==> config.mk <==
export PLATFORM = sky130hd
export DESIGN_NAME = pc_control_flat
export DESIGN_NICKNAME = d
export VERILOG_FILES = /design/src/rtl/pc_control_if.sv /design/src/rtl/pc_control.sv /design/src/flat_wrapper.sv
export SDC_FILE = /design/constraint.sdc
export NUM_CORES = 1
export LEC_CHECK = 0
export CORE_MARGIN = 8
export CORE_UTILIZATION = 33
export DETAILED_ROUTE_END_ITERATION = 12
export PLACE_DENSITY = 0.85
export SKIP_LAST_GASP = 1
export SLEW_MARGIN = 0
export SYNTH_ARGS = -nofsm -noshare
export SYNTH_HDL_FRONTEND = slang
export SYNTH_SLANG_ARGS = --single-unit
==> constraint.sdc <==
create_clock -name clk -period 8.41 [get_ports clk]
set_clock_uncertainty 0.05 [all_clocks]
set_input_delay 0.841 -clock clk [delete_from_list [all_inputs] [get_ports clk]]
set_output_delay 0.841 -clock clk [all_outputs]
set_load 0.02 [all_outputs]
==> src/rtl/pc_control_if.sv <==
// Branch-control bus: condition, offset, flags and incremented PC in;
// next PC, taken strobe and its registered copy out.
interface pc_control_if #(
  parameter int PC_W  = 16,
  parameter int IMM_W = 9
);
  logic [2:0]       C;
  logic [IMM_W-1:0] I;
  logic [2:0]       F;
  logic [PC_W-1:0]  PC_in;
  logic [PC_W-1:0]  PC_out;
  logic             taken;
  logic             taken_q;

  modport master (
    output C, I, F, PC_in,
    input  PC_out, taken, taken_q
  );

  modport slave (
    input  C, I, F, PC_in,
    output PC_out, taken, taken_q
  );
endinterface

==> src/rtl/pc_control.sv <==
// Next-PC selection for conditional branches: combinational target and
// condition decode, plus a registered copy of the taken decision.
module pc_control #(
  parameter int PC_W  = 16,
  parameter int IMM_W = 9
) (
  input  logic        clk,
  input  logic        rst,
  pc_control_if.slave bus
);

  // Word offset: sign extend to full PC width first, then scale to bytes.
  function automatic logic signed [PC_W-1:0] byte_offset(input logic [IMM_W-1:0] imm);
    logic signed [PC_W-1:0] ext;
    ext = signed'({{(PC_W-IMM_W){imm[IMM_W-1]}}, imm});
    return ext <<< 1;
  endfunction

  // Generate/propagate adder; carry-out is dropped so the PC wraps.
  function automatic logic [PC_W-1:0] pc_add(input logic [PC_W-1:0] a,
                                             input logic [PC_W-1:0] b);
    logic [PC_W-1:0] g;
    logic [PC_W-1:0] p;
    logic [PC_W:0]   c;
    logic [PC_W-1:0] s;
    g    = a & b;
    p    = a ^ b;
    c    = '0;
    for (int k = 0; k < PC_W; k++) begin
      c[k+1] = g[k] | (p[k] & c[k]);
    end
    s = p ^ c[PC_W-1:0];
    return s;
  endfunction

  // Flags are packed {Z, V, N}; each code looks only at the flags it names.
  function automatic logic cond_taken(input logic [2:0] cc, input logic [2:0] flags);
    logic z;
    logic v;
    logic n;
    logic t;
    z = flags[2];
    v = flags[1];
    n = flags[0];
    t = 1'b0;
    case (cc)
      3'b000:  t = ~z;
      3'b001:  t = z;
      3'b010:  t = ~z & ~n;
      3'b011:  t = n;
      3'b100:  t = z | (~z & ~n);
      3'b101:  t = n | z;
      3'b110:  t = v;
      3'b111:  t = 1'b1;
      default: t = 1'b0;
    endcase
    return t;
  endfunction

  logic signed [PC_W-1:0] offset;
  logic [PC_W-1:0]        target;
  logic                   taken_c;

  // Combinational stage: target, decode and PC mux, independent of clk/rst.
  always_comb begin
    offset  = byte_offset(bus.I);
    target  = pc_add(bus.PC_in, offset);
    taken_c = cond_taken(bus.C, bus.F);
  end

  assign bus.taken  = taken_c;
  assign bus.PC_out = taken_c ? target : bus.PC_in;

  // Register stage: registered taken, cleared asynchronously.
  always_ff @(posedge clk or posedge rst) begin
    if (rst) bus.taken_q <= 1'b0;
    else     bus.taken_q <= taken_c;
  end

endmodule

==> src/flat_wrapper.sv <==
// flat-port wrapper written by rule: the top's interface ports become plain ports
module pc_control_flat 
#(
  parameter int PC_W  = 16,
  parameter int IMM_W = 9
)
  (clk, rst, bus_C, bus_I, bus_F, bus_PC_in, bus_PC_out, bus_taken, bus_taken_q);
  pc_control_if #(.PC_W(PC_W), .IMM_W(IMM_W)) bus_i ();
  input  logic clk;
  input  logic rst;
  input wire logic [$bits(bus_i.C)-1:0] bus_C;
  input wire logic [$bits(bus_i.I)-1:0] bus_I;
  input wire logic [$bits(bus_i.F)-1:0] bus_F;
  input wire logic [$bits(bus_i.PC_in)-1:0] bus_PC_in;
  output wire logic [$bits(bus_i.PC_out)-1:0] bus_PC_out;
  output wire logic [$bits(bus_i.taken)-1:0] bus_taken;
  output wire logic [$bits(bus_i.taken_q)-1:0] bus_taken_q;
  assign bus_i.C = bus_C;
  assign bus_i.I = bus_I;
  assign bus_i.F = bus_F;
  assign bus_i.PC_in = bus_PC_in;
  assign bus_PC_out = bus_i.PC_out;
  assign bus_taken = bus_i.taken;
  assign bus_taken_q = bus_i.taken_q;
  pc_control #(.PC_W(PC_W), .IMM_W(IMM_W)) u_core (.clk(clk), .rst(rst), .bus(bus_i));
endmodule
==> metrics.cfg <==
[place]
place_ws_ns=-0.127
hpwl_um=1610
gp_congestion=0.668
place_inst=121
port_buffers=48
place_area_um2=1130

[logic_synthesis]
yosysTopAreaCell=fa_1
ys_async_sr_fraction=1.00
syn-num-nets=95
syn_inst=48
avgSynthCellArea_um2=13.4
synthTopCellsByCount=fa_1, mux2_4, mux2_2
yosysSeqAreaShare=0.0390
synth_area_leaders=fa_1, mux2_4, mux2_2
ys_warn_count=0
syn_area_um2=642
ys_ff_latch=1
synth.distinct_cells=21
synth.most_common_cell=fa_1
synth_top_area_share=0.405
synthFlopType=dfrtp_1
synth_edf_count=0

[job]
cap_violations=0

[layout]
top_regs=u_core.bus.taken_q (1)
syn_to_final_growth_pct=75.4
n_antenna_cell=0
layout.cells.non_filler=121
drive_gt1_frac=0.191
nFillCells=157
nNetsFinal=143
post-route-cell-area_um2=1130
largest_reg_flops=1
utilization=0.592
regMostFlops=u_core.bus.taken_q

[timing]
setup_slack_ns=0.347
setup_viol=0
hold_viol=0
finalCriticalPeriod_ns=8.06
grt_setup_unrepaired=false
min_period_over_period=0.959
whs_ns=0.943
tightest_slew_ns=0.451
setup_tns_ns=0
drv_slew=0
max_freq_ghz=0.124
slew_headroom=0.699

[min_path]
hp-class=in2async

[routing]
routedWlPerCell_um=14.5
drt-total-wl_um=1750
drt_iter0_drc=5
vias_per_cell=4.60
ant_nets=0
dr.pass1.iters=4
drcViolationCount=0
num_vias=556

[power]
powerDensity_nw_per_um2=103
p_int_uw=68.0
netSwitchingPower_uw=47.4
p_clk_frac=0
power.leakage_nw=0.457
combPwrFrac=0.952
swShare=0.411
ir_drop_v=0.0000569
totalPowerFinal_uw=115
p_seq_frac=0.048

[clock_tree]
clk_pin_slew_ns=0
holdBufCountCts=0

[setup_path]
end_kind=primary output
cp_max_fo=2
start_kind=primary input
arrival_ns=7.17
worstSetupPathType=in2out
required_ns=7.52

[global_routing]
grt_max_degree=16
grt_use_total=0.0963
grt_pass1_wl_um=2840
antenna_found_initial=0
grt_pass1_vias=613
gr-total-overflow=0

[die]
die_w_um=60.1
core-area_um2=1900
boundaryPins=51
fp-row-count=16
dieArea_um2=3610
initial_core_util=0.338
fp.dieH_um=60.1

[status]
status=completed

## power by group through the flow
stage               Sequential (mW)  Clock [mW]  Combinational (mW)
floorplan                   0.00624           0              0.0611
global placement            0.00555           0               0.110
detailed placement          0.00558           0               0.113
CTS                         0.00558           0               0.113
global route                0.00560           0               0.119
finish                      0.00557           0               0.110
## critical path: stages
cell	delay [ns]
clkdlybuf4s50_1	0.42
ha_1	0.22
fa_1	0.38
fa_1	0.39
fa_1	0.40
fa_1	0.39
fa_1	0.40
fa_1	0.39
fa_1	0.39
fa_1	0.39
fa_1	0.39
fa_1	0.39
fa_1	0.39
fa_1	0.40
fa_1	0.40
xor2_1	0.14
nand3_1	0.11
xnor2_1	0.14
clkbuf_2	0.18
## path summary, 6_finish.rpt
check,from,to,slack (ns),cells past startpoint
setup / recovery,bus_PC_in[1],bus_PC_out[15],0.35,19
hold / removal,rst,u_core.bus.taken_q$_DFF_PP0_,0.94,2
max in group asynchronous,rst,u_core.bus.taken_q$_DFF_PP0_,7.28,2
min in group clk,bus_PC_in[0],bus_PC_out[0],1.63,0
## cell families (layout without fill, tap and decap cells)
family	after synthesis	after routing	share of synthesized area
AO/OA/AOI/OAI	2	2	0.0292
XOR/XNOR	2	2	0.0273
multiplexers	15	15	0.314
AND/OR/NAND/NOR	10	10	0.111
flip-flops	1	1	0.0390
buffers and inverters	4	50	0.0546
adder cells (fa/ha/maj)	14	14	0.425
## cell type report
cell class / count / area, um^2 / area share
timing repair buffer: 48 / 478 / 0.424
sequential: 1 / 25.0 / 0.0222
tap: 27 / 33.8 / 0.0300
multi-input combinational: 43 / 582 / 0.517
inverter: 2 / 7.51 / 0.00667
## placed cells by master, fill, tap and decap left out
cell type / n
dfrtp_1: 1
nor3_2: 1
nand2_1: 2
inv_1: 2
nor4b_1: 1
clkdlybuf4s50_1: 46
clkbuf_2: 1
ha_1: 1
nor4_1: 1
fa_1: 13
mux2_4: 9
nand2b_1: 2
nand2_4: 1
o21bai_2: 1
a21boi_0: 1
nor4bb_1: 1
xor2_1: 1
nand3_1: 1
mux2_2: 5
dlymetal6s2s_1: 1
mux2i_1: 1
xnor2_1: 1
## repair_timing
action / 4_1_cts / 5_1_grt
endpoints found under the hold margin: 0 / 0
setup buffers: 0 / 0
resized for setup: 1 / 3
setup endpoints to repair: 1 / 2
## metal layers
metal  wire, um  GRT usage  share of wire
met5          0          0              0
met4          0          0              0
met3        201     0.0301           0.11
met2        902      0.191           0.52
met1        646     0.0996           0.37
Note: power is estimated with default switching activity, not from simulation.
